[src/rtl/wimax_frame_ctrl.sv]
// Frame sequencer for the WiMax TX chain: seed load, one 96-bit block stream,
// then a symbol drain guarded by a timeout. Bit-rate side runs on the ce_50 enable.
module wimax_frame_ctrl #(
    parameter int BLOCK_BITS = 96,
    parameter int SYMBOLS    = 96,
    parameter int TIMEOUT    = 1024
) (
    input  logic        clk_100,
    input  logic        rst_n,
    input  logic        start_i,
    input  logic        clr_err_i,
    input  logic        src_valid_i,
    input  logic        src_data_i,
    output logic        src_ready_o,
    input  logic        dn_ready_i,
    input  logic        mod_valid_i,
    output logic        ce_50_o,
    output logic        phy_load_o,
    output logic        phy_enable_o,
    output logic        phy_data_o,
    output logic        phy_valid_in_o,
    output logic        phy_ready_in_o,
    output logic        busy_o,
    output logic        frame_done_o,
    output logic [15:0] frame_cnt_o,
    output logic        err_underrun_o,
    output logic        err_timeout_o
);
    // state  | meaning
    // IDLE   | waiting for start on a ce_50 edge
    // LOAD   | randomizer seed load for one ce_50 period, counters cleared
    // STREAM | moving BLOCK_BITS source bits into the chain
    // DRAIN  | waiting for SYMBOLS modulator symbols, timeout running
    // DONE   | frame completed, pulse frame_done
    localparam logic [2:0] S_IDLE   = 3'd0;
    localparam logic [2:0] S_LOAD   = 3'd1;
    localparam logic [2:0] S_STREAM = 3'd2;
    localparam logic [2:0] S_DRAIN  = 3'd3;
    localparam logic [2:0] S_DONE   = 3'd4;

    localparam int BW = $clog2(BLOCK_BITS + 1);
    localparam int SW = $clog2(SYMBOLS + 1);
    localparam int TW = $clog2(TIMEOUT + 1);
    localparam logic [BW-1:0] LAST_BIT = BW'(BLOCK_BITS - 1);
    localparam logic [SW-1:0] SYM_FULL = SW'(SYMBOLS);
    localparam logic [TW-1:0] TO_LAST  = TW'(TIMEOUT - 1);

    logic [2:0]    state_q, state_d;
    logic          ce_q;
    logic [BW-1:0] bit_cnt_q, bit_cnt_d;
    logic [SW-1:0] sym_cnt_q, sym_cnt_d;
    logic [TW-1:0] to_cnt_q, to_cnt_d;
    logic          load_q, load_d;
    logic          en_q, en_d;
    logic          data_q, data_d;
    logic          done_q, done_d;
    logic          busy_q;
    logic          rdy_q;
    logic [15:0]   frame_cnt_q, frame_cnt_d;
    logic          und_q, tmo_q;
    logic          und_set, tmo_set;
    logic          in_stream, accept;

    assign in_stream = (state_q == S_STREAM);
    assign accept    = in_stream & ce_q & dn_ready_i & src_valid_i;

    always_comb begin
        state_d     = state_q;
        bit_cnt_d   = bit_cnt_q;
        sym_cnt_d   = sym_cnt_q;
        to_cnt_d    = to_cnt_q;
        load_d      = load_q;
        en_d        = en_q;
        data_d      = data_q;
        done_d      = 1'b0;
        frame_cnt_d = frame_cnt_q;
        und_set     = 1'b0;
        tmo_set     = 1'b0;

        if ((in_stream || state_q == S_DRAIN) && ce_q && mod_valid_i && sym_cnt_q != SYM_FULL)
            sym_cnt_d = sym_cnt_q + SW'(1);

        case (state_q)
            S_IDLE: begin
                if (ce_q && start_i) begin
                    state_d = S_LOAD;
                    load_d  = 1'b1;
                end
            end
            S_LOAD: begin
                bit_cnt_d = '0;
                sym_cnt_d = '0;
                to_cnt_d  = '0;
                if (ce_q) begin
                    state_d = S_STREAM;
                    load_d  = 1'b0;
                    en_d    = 1'b0;
                end
            end
            S_STREAM: begin
                if (ce_q) begin
                    en_d = accept;
                    if (accept) begin
                        data_d    = src_data_i;
                        bit_cnt_d = bit_cnt_q + BW'(1);
                        if (bit_cnt_q == LAST_BIT)
                            state_d = S_DRAIN;
                    end else if (dn_ready_i) begin
                        und_set = 1'b1;
                    end
                end
            end
            S_DRAIN: begin
                if (ce_q)
                    en_d = 1'b0;
                to_cnt_d = to_cnt_q + TW'(1);
                if (sym_cnt_q == SYM_FULL) begin
                    state_d     = S_DONE;
                    done_d      = 1'b1;
                    frame_cnt_d = frame_cnt_q + 16'd1;
                end else if (to_cnt_q == TO_LAST) begin
                    state_d = S_IDLE;
                    tmo_set = 1'b1;
                end
            end
            S_DONE: begin
                if (ce_q) begin
                    en_d = 1'b0;
                    if (start_i) begin
                        state_d = S_LOAD;
                        load_d  = 1'b1;
                    end else begin
                        state_d = S_IDLE;
                    end
                end
            end
            default: state_d = S_IDLE;
        endcase
    end

    always_ff @(posedge clk_100 or negedge rst_n) begin
        if (!rst_n) begin
            state_q     <= S_IDLE;
            ce_q        <= 1'b0;
            bit_cnt_q   <= '0;
            sym_cnt_q   <= '0;
            to_cnt_q    <= '0;
            load_q      <= 1'b0;
            en_q        <= 1'b0;
            data_q      <= 1'b0;
            done_q      <= 1'b0;
            busy_q      <= 1'b0;
            rdy_q       <= 1'b0;
            frame_cnt_q <= '0;
            und_q       <= 1'b0;
            tmo_q       <= 1'b0;
        end else begin
            state_q     <= state_d;
            ce_q        <= ~ce_q;
            bit_cnt_q   <= bit_cnt_d;
            sym_cnt_q   <= sym_cnt_d;
            to_cnt_q    <= to_cnt_d;
            load_q      <= load_d;
            en_q        <= en_d;
            data_q      <= data_d;
            done_q      <= done_d;
            busy_q      <= (state_d != S_IDLE);
            rdy_q       <= dn_ready_i;
            frame_cnt_q <= frame_cnt_d;
            // a set in the same cycle as clr_err takes priority
            und_q       <= und_set | (und_q & ~clr_err_i);
            tmo_q       <= tmo_set | (tmo_q & ~clr_err_i);
        end
    end

    assign src_ready_o    = in_stream & ce_q & dn_ready_i;
    assign ce_50_o        = ce_q;
    assign phy_load_o     = load_q;
    assign phy_enable_o   = en_q;
    assign phy_data_o     = data_q;
    assign phy_valid_in_o = en_q;
    assign phy_ready_in_o = rdy_q;
    assign busy_o         = busy_q;
    assign frame_done_o   = done_q;
    assign frame_cnt_o    = frame_cnt_q;
    assign err_underrun_o = und_q;
    assign err_timeout_o  = tmo_q;
endmodule

[config.mk]
export PLATFORM = sky130hd
export DESIGN_NAME = wimax_frame_ctrl
export DESIGN_NICKNAME = d
export VERILOG_FILES = /design/src/rtl/wimax_frame_ctrl.sv
export SDC_FILE = /design/constraint.sdc
export NUM_CORES = 1
export LEC_CHECK = 0
export ABC_AREA = 1
export BUFFER_PORTS_ARGS = -buffer_cell sky130_fd_sc_hd__buf_2
export CAP_MARGIN = 10
export CELL_PAD_IN_SITES_DETAIL_PLACEMENT = 1
export CELL_PAD_IN_SITES_GLOBAL_PLACEMENT = 1
export CORE_MARGIN = 2
export CORE_UTILIZATION = 42
export DETAILED_ROUTE_END_ITERATION = 16
export PLACE_DENSITY = 0.76
export RECOVER_POWER = 50
export SYNTH_ARGS = -nofsm -noshare
export SYNTH_HDL_FRONTEND = slang
export SYNTH_SLANG_ARGS = --single-unit
[constraint.sdc]
create_clock -name clk_100 -period 1.65 [get_ports clk_100]
set_input_delay 0.0825 -clock clk_100 [delete_from_list [all_inputs] [get_ports clk_100]]
set_output_delay 0.0825 -clock clk_100 [all_outputs]
set_load 0.005 [all_outputs]
# Yosys cells after proc, flatten, opt, wreduce, memory -nomap -nowiden
# Cells that the tools add are included.
dict set report word_totals {
  reg_bits 53
  input_bits 8
  output_inout_bits 27
  elab_cells 92
}
dict set report op_classes {
  add_sub_neg 4
  n_eq_ne 15
  n_mux 32
  n_bitwise 9
  n_reduce_logical 18
}
# operator n
set op_table {}
lappend op_table {{$mux 7} 4}
lappend op_table {{$mux 3} 8}
lappend op_table {{$pmux 11 s2} 1}
lappend op_table {{$add 16x1->16 const B} 1}
lappend op_table {{$mux 1} 15}
lappend op_table {{$pmux 3 s5} 1}
lappend op_table {{$add 7x1->7 const B} 2}
lappend op_table {{$eq 7x7->1 const B} 2}
lappend op_table {{$pmux 7 s2} 1}
lappend op_table {{$add 11x1->11 const B} 1}
lappend op_table {{$eq 11x10->1 const B} 1}
lappend op_table {{$ne 2x2->1 const B} 5}
lappend op_table {{$reduce_and 3->1} 3}
lappend op_table {{$reduce_bool 2->1} 4}
lappend op_table {{$ne 7x7->1 const B} 1}
lappend op_table {{$eq 3x2->1 const B} 2}
lappend op_table {{$reduce_bool 3->1} 2}
lappend op_table {{$and 1x1->1} 5}
lappend op_table {{$reduce_and 5->1} 1}
lappend op_table {{$logic_and 1x1->1} 4}
lappend op_table {{$ne 2x1->1 const B} 2}
lappend op_table {{$eq 3x1->1 const B} 1}
lappend op_table {{$eq 3x3->1 const B} 1}
lappend op_table {{$logic_not 3->1} 1}
lappend op_table {{7 further kinds} 9}

# Logic depth before layout (Yosys ltp)
# Gate-level depths: netlist (run 1).
dict set report depth {
  word_depth 8
  ltp_mapped 11
  mapped_depth_nobuf 11
}

# Worst setup path before layout (run 1)
# OpenSTA, ideal clock, no wires.
dict set report synth_path {
  path_kind {register to register}
  start {register sym_cnt_q[0]}
  end {register frame_cnt_q[13] (netlist: frame_cnt_o[13])}
  setup_time_ns 0.117
  arrival_ns 1.371
  required_time_ns 1.533
  slack_ns 0.162
  path_stages_with_launch 12
  path_buffers 0
  synth_period_minus_slack_ns 1.488
  cell_sequence {dfrtp_1 inv_1 ha_1 inv_1 nor2_1 inv_1 nor2_2 nand2_2 nor2_2 nand2_1 nand2_1 nand2_1}
}
dict set report synth_via {
  elab_chain_cells 2
}
# element line
set synth_rtl {}
lappend synth_rtl {{start, declared} 51} ;# logic [SW-1:0] sym_cnt_q, sym_cnt_d;
lappend synth_rtl {{start signal, assigned} 161} ;# sym_cnt_q <= sym_cnt_d;
lappend synth_rtl {{$eq 7x7->1} 117} ;# if (sym_cnt_q == SYM_FULL) begin
lappend synth_rtl {{$reduce_and 2->1 (no line)} n/a}
lappend synth_rtl {{end signal, assigned} 169} ;# frame_cnt_q <= frame_cnt_d;
lappend synth_rtl {{end, declared} 59} ;# logic [15:0] frame_cnt_q, frame_cnt_d;
# Every way passes these cells.
# A chain may end at the register's enable or synchronous reset.

# Worst setup path in the final report (run 1)
dict set report layout_path {
  start {register sym_cnt_q[1]}
  end {register frame_cnt_q[0] (netlist: frame_cnt_o[0])}
}
# The elaborated chain is that of the path after synthesis.

==> flow_summary.ini, run 1 <==
[sta]
post-route-period-util = 0.950
hold_ws_ns = 0.0249
fin_skew_ns = 0.00974
min_period_ns = 1.57
maxSlewHeadroom = 0.183
slew_violations = 0
timing.final.ws_setup_ns = 0.0823
tightest_slew_ns = 1.23
finalSetupViolations = 0
hold_viol = 0
fmax_ghz = 0.638

[grt]
track_usage = 0.219
antenna_found_initial = 0
grt_first_pass_wirelength_um = 13000
grt_pass1_vias = 2723
grt_overflow = 0
grt_max_degree = 35

[worst_setup_path]
critPathBufInv = 3
critPathSlowestCell = dfrtp_1
cp.required_ns = 1.89
critical_path.cell_chain = inv_1, ha_1, inv_1, nor2_2, nand3_2, nor2_4, buf_4, xor2_1
crit_family = simple AND/OR/NAND/NOR gates
endpoint_kind = flop
cp-start-kind = flop
crit_path_max_fanout = 5
worstPathArrival_ns = 1.80
critPathMostFrequentCell = inv_1
max_stage_delay_ns = 0.41
crit_type = reg -> reg

[floorplan]
dieArea_um2 = 7460
top_level_ports = 35
die_w_um = 86.4
start_util = 0.427
die_y_um = 86.4
std_cell_rows = 30
core-area_um2 = 6680

[clock_network]
cts_buffer_depth = 2
path_clk_slew_ns = 0.10
cts_made_buffers = 5
cts_tree = done
htreeDepth = 2
cts_root_buf = clkbuf_8
clk_latency_ns = 0.31
cts_sinks = 53

[logic_synthesis]
synth-main-ff-cell = dfrtp_1
synth_enable_flop_cells = 0
synthesis.area_um2 = 2850
ys_ff_latch = 53
synth_cell_types = 26
ys_warn_count = 0
syn_area_per_cell_um2 = 7.48
synth_nets = 394
async_reset_ff_frac = 1.00
syn_inst = 381
yosysSeqAreaShare = 0.465

[placed_design]
placedCellCount = 510
gp_congestion = 0.794
hpwlAfterDp_um = 5690
dp_slack_ns = -0.00110
io_buffers = 34
placed_area_um2 = 3250

[final_layout]
nNetsFinal = 457
diodes = 0
drive_gt1_frac = 0.178
final_cells = 525
area_growth_pct = 20.4
fin_area_um2 = 3430

[power]
ir_drop_mv = 0.541
finalPower_uw = 3560
power_density_nw_per_um2 = 1040
leakagePower_uw = 0.00175

[routing]
route.detailed.wl_per_inst_um = 14.6
wirelength_um = 7660
viasPerCell = 5.07
dr.first_iter.drc_count = 56
antenna_left = 0
first_pass_iters = 4
num_vias = 2660
drc_errors = 0

[outcome]
outcome = completed

[flow_run]
maxCapViolCount = 0

[hold_path]
holdCritPathClass = in -> reg
-- metal layers --
| layer | wire, um | global-route usage |
|---|---|---|
| met5 | 0 | 0 |
| met1 | 3650 | 0.302 |
| met2 | 3780 | 0.368 |
| met3 | 164 | 0.0305 |
| met4 | 68 | 0.0511 |
-- cells in the final DEF, fill, tap and decap left out, types with 3 or more instances in the layout --
| cell type | count |
|---|---|
| nand2_1 | 120 |
| dfrtp_1 | 51 |
| nor2_1 | 45 |
| inv_1 | 40 |
| nand3_1 | 30 |
| buf_2 | 27 |
| o21ai_0 | 19 |
| buf_4 | 18 |
| nand4_1 | 10 |
| xor2_1 | 9 |
| clkbuf_1 | 9 |
| nor2_4 | 7 |
| a21oi_1 | 7 |
| nor2_2 | 5 |
| o21ai_1 | 5 |
| ha_1 | 5 |
| clkbuf_8 | 5 |
| inv_2 | 4 |
| xnor2_1 | 4 |
| nor3_1 | 3 |
| dlygate4sd3_1 | 3 |
-- repair_timing --
item,4_1_cts,5_1_grt
gates cloned,0,2
endpoints found under the setup margin,2,29
hold buffers,3,0
endpoints found under the hold margin,21,0
pin swaps,1,3
buffers inserted,2,0
gates resized for setup,1,16
-- kinds of logic (layout without fill, tap and decap cells) --
| family | after synthesis | after routing | share of synthesized area |
|---|---|---|---|
| buf+inv | 48 | 111 | 0.0676 |
| simple gates | 227 | 228 | 0.340 |
| xor+xnor | 13 | 13 | 0.0399 |
| flops | 53 | 53 | 0.465 |
| fa+ha+maj | 5 | 5 | 0.0219 |
| compound gates | 35 | 35 | 0.0658 |
-- cell type report --
cell class / instances / area (um2)
sequential: 53 / 1330
tap: 80 / 100
timing repair inverter: 1 / 7.51
clock inverter: 2 / 10.0
clock buffer: 6 / 72.6
inverter: 45 / 173
fill: 863 / 3250
multi-input combinational: 281 / 1390
timing repair buffer: 57 / 350
-- synth_stat cells, types with 2 or more instances --
cell type    n  area share
a21oi_1      7       0.012
dfrtp_1     53        0.47
ha_1         5       0.022
inv_1       42       0.055
inv_2        3      0.0039
nand2_1    120        0.16
nand2_2      3      0.0066
nand3_1     32       0.056
nand3b_1     2      0.0053
nand4_1     10       0.022
nor2_1      48       0.063
nor2_2       6       0.013
nor2_4       2      0.0079
nor3_1       3      0.0053
o21ai_0     19       0.033
o21ai_1      5      0.0088
xnor2_1      4       0.012
xor2_1       9       0.028
-- sequential cells by signal, summed over array words and instances, names as in the netlist, 3 cells and up --
signal	flops
state_q	3
bit_cnt_q	7
to_cnt_q	11
frame_cnt_o	16
sym_cnt_q	7
-- path summary, 6_finish.rpt --
check | from | to | slack (ns) | cells past startpoint
max | sym_cnt_q[1] | frame_cnt_o[0] | 0.08 | 8
min | clr_err_i | err_timeout_o | 0.02 | 2
max reg2reg | sym_cnt_q[1] | frame_cnt_o[0] | 0.08 | 8
min reg2reg | phy_load_o | phy_load_o | 0.50 | 2
max in group asynchronous | rst_n | state_q[2] | 0.31 | 3
min in group asynchronous | rst_n | to_cnt_q[7] | 0.54 | 2
-- power breakdown --
| group | switching (uW) | internal, uW | leakage (uW) |
|---|---|---|---|
| logic | 760 | 439 | 0.000990 |
| registers | 163 | 1460 | 0.000716 |
| clock network | 441 | 296 | 0.0000450 |
-- per-stage QoR --
stage,TNS (ns),util
2_1_floorplan,0,-
3_3_place_gp,0,0.486
3_5_place_dp,-0.00110,0.486
4_1_cts,-0.00123,0.506
5_1_grt,-0.0300,0.514
6_report,0,0.514
-- worst reg2reg max path: stages, from the launching register on --
cell and delay [ns]:
dfrtp_1 0.41, inv_1 0.09, ha_1 0.15, inv_1 0.05, nor2_2 0.11, nand3_2 0.19, nor2_4 0.22, buf_4 0.15
xor2_1 0.15
(Power assumes the default switching activity.)
==> run 2: changes to the inputs <==
Settings changed: CELL_PAD_IN_SITES_DETAIL_PLACEMENT 1 to default, CELL_PAD_IN_SITES_GLOBAL_PLACEMENT 1 to default, CORE_UTILIZATION 42 to 50, PLACE_DENSITY 0.76 to 0.67.
==> run 2 against run 1 <==
Effect of this change:
- setup slack worse by 0.048 ns
- first-iteration DRC count rose by 120%
- sequential power about the same
- non-clock buffer count grew 3
- largest cell class unchanged
==> flow_summary.ini, run 2 (synthesis gave the netlist of run 1 again) <==
[clock_network]
clk_latency_ns = 0.31
cts_sinks = 53
cts_tree = done
cts_root_buf = clkbuf_8
path_clk_slew_ns = 0.10
cts_buffer_depth = 2
htreeDepth = 2
cts_made_buffers = 5

[placed_design]
dp_slack_ns = 0.0336
gp_congestion = 0.813
placedCellCount = 497
io_buffers = 34
hpwlAfterDp_um = 4710

[floorplan]
dieArea_um2 = 6320
core-area_um2 = 5510
std_cell_rows = 27
die_y_um = 79.5
start_util = 0.518
top_level_ports = 35
die_w_um = 79.5

[routing]
wirelength_um = 6520
num_vias = 2611
viasPerCell = 5.02
drc_errors = 0
first_pass_iters = 4
antenna_left = 0
dr.first_iter.drc_count = 125
route.detailed.wl_per_inst_um = 12.5

[flow_run]
maxCapViolCount = 0

[sta]
maxSlewHeadroom = 0.223
fin_skew_ns = 0.0140
rsz0062_at_grt = no
fmax_ghz = 0.619
timing.final.ws_setup_ns = 0.0342
slew_violations = 0
min_period_ns = 1.62
hold_viol = 0
post-route-period-util = 0.979
tightest_slew_ns = 1.17
fin_setup_tns_ns = 0
finalSetupViolations = 0

[final_layout]
fillCellCount = 499
layout_common_cells = nand2_1 (119), dfrtp_1 (51), nor2_1 (46), inv_1 (41), nand3_1 (31)
area_growth_pct = 21.9
diodes = 0
drive_gt1_frac = 0.176
nNetsFinal = 460
largest_register_ffs = 16
final_cells = 520
final_common_cell = nand2_1

[power]
power_density_nw_per_um2 = 1070
ir_drop_mv = 0.682
leakagePower_uw = 0.00178

[worst_setup_path]
r2r_start = state_q[0]
endpoint_kind = flop
worstPathArrival_ns = 1.87
crit_path_max_fanout = 5
startpoint = state_q[0]
cp-start-kind = flop
r2r_cells = 4
cp.required_ns = 1.90
r2r-end = err_underrun_o
setup.worst_path.end = err_underrun_o
crit_type = reg -> reg
r2r_slack_ns = 0.03

[hold_path]
holdCritPathClass = in -> reg

[grt]
grt_first_pass_wirelength_um = 11200
antenna_found_initial = 0
grt_pass1_vias = 2491
grt_max_degree = 35
grt_overflow = 0
track_usage = 0.227

[outcome]
outcome = completed
==> run 2: cell count changes in the layout (fill, tap and decap cells not counted), sizes merged <==
cell	previous run	this run
dlygate4sd3	3	6
clkinv	2	0
buf	46	47
bufinv	0	1
clkbuf	14	13
clkinvlp	2	3
==> run 2: repair_timing <==
item	in CTS	in global routing
hold buffers	6	0
buffers inserted	0	7
endpoints found under the hold margin	23	0
setup endpoints to repair	0	26
resized for setup	0	12
==> run 2: how the worst min path moves through the flow <==
stage	slack (ns)	endpoint	start	cells after the start
after floorplan	-0.21	bit_cnt_q[0]	rst_n	0
after CTS	0.15	phy_load_o	start_i	5
final	0.15	phy_load_o	start_i	5
after global routing	0.19	phy_load_o	start_i	5
after detailed placement	0.07	sym_cnt_q[6]	rst_n	1
after global placement	0.07	sym_cnt_q[6]	rst_n	1
==> run 2: stage by stage <==
| step | total power (uW) | hold slack, ns | instance area [um2] | util |
|---|---|---|---|---|
| final | 3710 | 0.153 | 3480 | 0.631 |
| after global placement | 2630 | 0.0693 | 3200 | 0.581 |
| after global routing | 3960 | 0.186 | 3480 | 0.631 |
| after CTS | 3640 | 0.146 | 3380 | 0.613 |
| after floorplan | 2260 | -0.213 | 2850 | - |
| after detailed placement | 2660 | 0.0699 | 3200 | 0.581 |
==> run 2: power by group <==
part | total, uW | internal [uW] | leakage, uW | switching (uW)
registers | 1620 | 1460 | 0.000716 | 159
logic | 1160 | 433 | 0.00100 | 722
clock network | 938 | 494 | 0.0000574 | 445
==> run 2: cell type report <==
| class | instances | area, um2 | area share |
|---|---|---|---|
| Clock buffer | 6 | 82.6 | 0.0237 |
| Inverter | 45 | 173 | 0.0497 |
| Timing Repair Buffer | 60 | 384 | 0.110 |
| Tap cell | 72 | 90.1 | 0.0259 |
| Multi-Input combinational cell | 281 | 1380 | 0.396 |
| Sequential cell | 53 | 1330 | 0.382 |
| Clock inverter | 2 | 37.5 | 0.0108 |
| Timing Repair inverter | 1 | 5.00 | 0.00144 |
==> run 2: critical path, cell delays in order, from the launching register on <==
cell and delay (ns):
dfrtp_2 0.46, inv_2 0.13, nand2_1 0.09, o32ai_1 0.27, dlygate4sd3_1 0.60
==> run 2: per-layer routing <==
layer  routed length [um]  part of all wire  up-vias  global-route usage
li1                     -                 -     1342                   -
met1                 3020              0.46     1210               0.308
met2                 3150              0.48       55               0.373
met3                  286             0.044        4              0.0385
met4                   62            0.0095        0              0.0655
met5                    0                 0        -                   0
==> run 3: changes to the inputs <==
Settings changed: PLACE_DENSITY 0.67 to 0.78.
==> run 3 against run 2 <==
Effect of this change:
- cell area fell by 3.1%
- clock power fell by 24%
- routed wire length fell by 6.2%
- non-clock buffer count fell by 4
- cell count fell by 1.2%
- critical path depth rose by 7
- flip-flop and latch count did not move
- global-route usage fell by 2.1 points
- critical endpoint is now frame_cnt_o[13]
==> flow_summary.ini, run 3 (synthesis gave the netlist of run 1 again) <==
[flow_run]
maxCapViolCount = 0

[power]
leakagePower_uw = 0.00173
ir_drop_mv = 0.810
power_density_nw_per_um2 = 1020

[sta]
slew_violations = 0
maxSlewHeadroom = 0.239
finalSetupViolations = 0
tightest_slew_ns = 1.14
min_period_ns = 1.51
hold_viol = 0
hold_ws_ns = 0.0320
timing.final.ws_setup_ns = 0.138
fmax_ghz = 0.661
rsz0062_at_grt = yes
post-route-period-util = 0.916
fin_skew_ns = 0.0101

[placed_design]
gp_congestion = 0.901
hpwlAfterDp_um = 4670
io_buffers = 34
placedCellCount = 500
dp_slack_ns = -0.00203

[worst_setup_path]
crit_path_max_fanout = 8
crit_type = reg -> reg
cp-start-kind = flop
r2r_slack_ns = 0.14
r2r_cells = 11
r2r_start = sym_cnt_q[1]
cp.required_ns = 1.86
worstPathArrival_ns = 1.72
endpoint_kind = flop
r2r-end = frame_cnt_o[13]

[grt]
antenna_found_initial = 0
grt_overflow = 0
track_usage = 0.206
grt_first_pass_wirelength_um = 10300
grt_pass1_vias = 2345
grt_max_degree = 22

[clock_network]
htreeDepth = 2
cts_tree = done
clk_latency_ns = 0.30
path_clk_slew_ns = 0.10
cts_made_buffers = 5
cts_root_buf = clkbuf_8
cts_sinks = 53
cts_buffer_depth = 2

[final_layout]
nNetsFinal = 454
diodes = 0
largest_register_ffs = 16
drive_gt1_frac = 0.161
layout_common_cells = nand2_1 (120), dfrtp_1 (53), nor2_1 (45), inv_1 (41), nand3_1 (31)
final_common_cell = nand2_1
area_growth_pct = 18.2
final_cells = 514

[hold_path]
holdPathEnd = err_underrun_o
holdCritPathClass = in -> reg
whs_path_depth = 2
hp-start = src_valid_i

[outcome]
outcome = completed

[routing]
num_vias = 2592
antenna_left = 0
route.detailed.wl_per_inst_um = 11.9
wirelength_um = 6110
first_pass_iters = 5
drc_errors = 0
dr.first_iter.drc_count = 179
viasPerCell = 5.04

[floorplan]
die_y_um = 79.5
top_level_ports = 35
core-area_um2 = 5510
std_cell_rows = 27
dieArea_um2 = 6320
start_util = 0.518
die_w_um = 79.5
-- run 3: cell types whose count changed in the layout (fill, tap and decap cells not counted), sizes merged --
cell	before	now
clkbuf	13	14
inv	44	45
nor2	57	56
clkinvlp	3	2
dlygate4sd3	6	4
buf	47	44
bufinv	1	0
-- run 3: how the worst max path moves through the flow --
stage / start / to / slack [ns] / cells after the start
detailed placement: sym_cnt_q[0] / frame_cnt_o[13] / -0.002 / 11
CTS: sym_cnt_q[0] / frame_cnt_o[13] / 0.02 / 11
global route: sym_cnt_q[1] / frame_cnt_o[13] / -0.03 / 11
finish: sym_cnt_q[1] / frame_cnt_o[13] / 0.14 / 11
global placement: sym_cnt_q[0] / frame_cnt_o[13] / 0.11 / 11
floorplan: sym_cnt_q[0] / frame_cnt_o[13] / 0.16 / 11
-- run 3: metal layers --
metal / vias up / track usage / routed length [um]
met2: 57 / 0.324 / 3010
met4: 0 / 0.0707 / 27
li1: 1331 / - / -
met3: 2 / 0.0362 / 233
met1: 1202 / 0.289 / 2840
met5: - / 0 / 0
-- run 3: through the flow --
stage                     total power (uW)  TNS [ns]  cell area, um2  utilization
after floorplan                       2260         0            2850            -
after global placement                2640         0            3210        0.583
after detailed placement              2690  -0.00203            3210        0.583
after CTS                             3430         0            3360        0.610
after global routing                  3660   -0.0295            3370        0.612
final                                 3420         0            3370        0.612
-- run 3: cell type report --
| cell class | count | area [um2] |
|---|---|---|
| fillers | 510 | 2140 |
| multi-input cells | 280 | 1370 |
| flip-flops and latches | 53 | 1330 |
| repair buffers | 56 | 333 |
| inverters | 45 | 169 |
| well taps | 72 | 90.1 |
| clock buffers | 6 | 72.6 |
| clock inverters | 2 | 15.0 |
-- run 3: repair_timing --
action,in CTS,in global routing
hold buffers,4,0
pin swaps,1,3
gates resized for setup,2,7
setup buffers,2,0
setup endpoints to repair,5,23
hold endpoints to repair,22,0
-- run 3: report_power, final --
| group | total [uW] | internal [uW] | switching (uW) |
|---|---|---|---|
| clock | 712 | 300 | 413 |
| sequential | 1610 | 1460 | 153 |
| combinational | 1100 | 412 | 688 |
-- run 3: critical path, cell delays in order (launching register included) --
cell	delay, ns
dfrtp_1	0.41
inv_1	0.08
ha_1	0.15
inv_1	0.05
nor2_2	0.12
inv_1	0.08
nor2_4	0.14
nand2_4	0.11
nor2_4	0.12
nand2_1	0.06
nand2_1	0.05
nand2_1	0.04
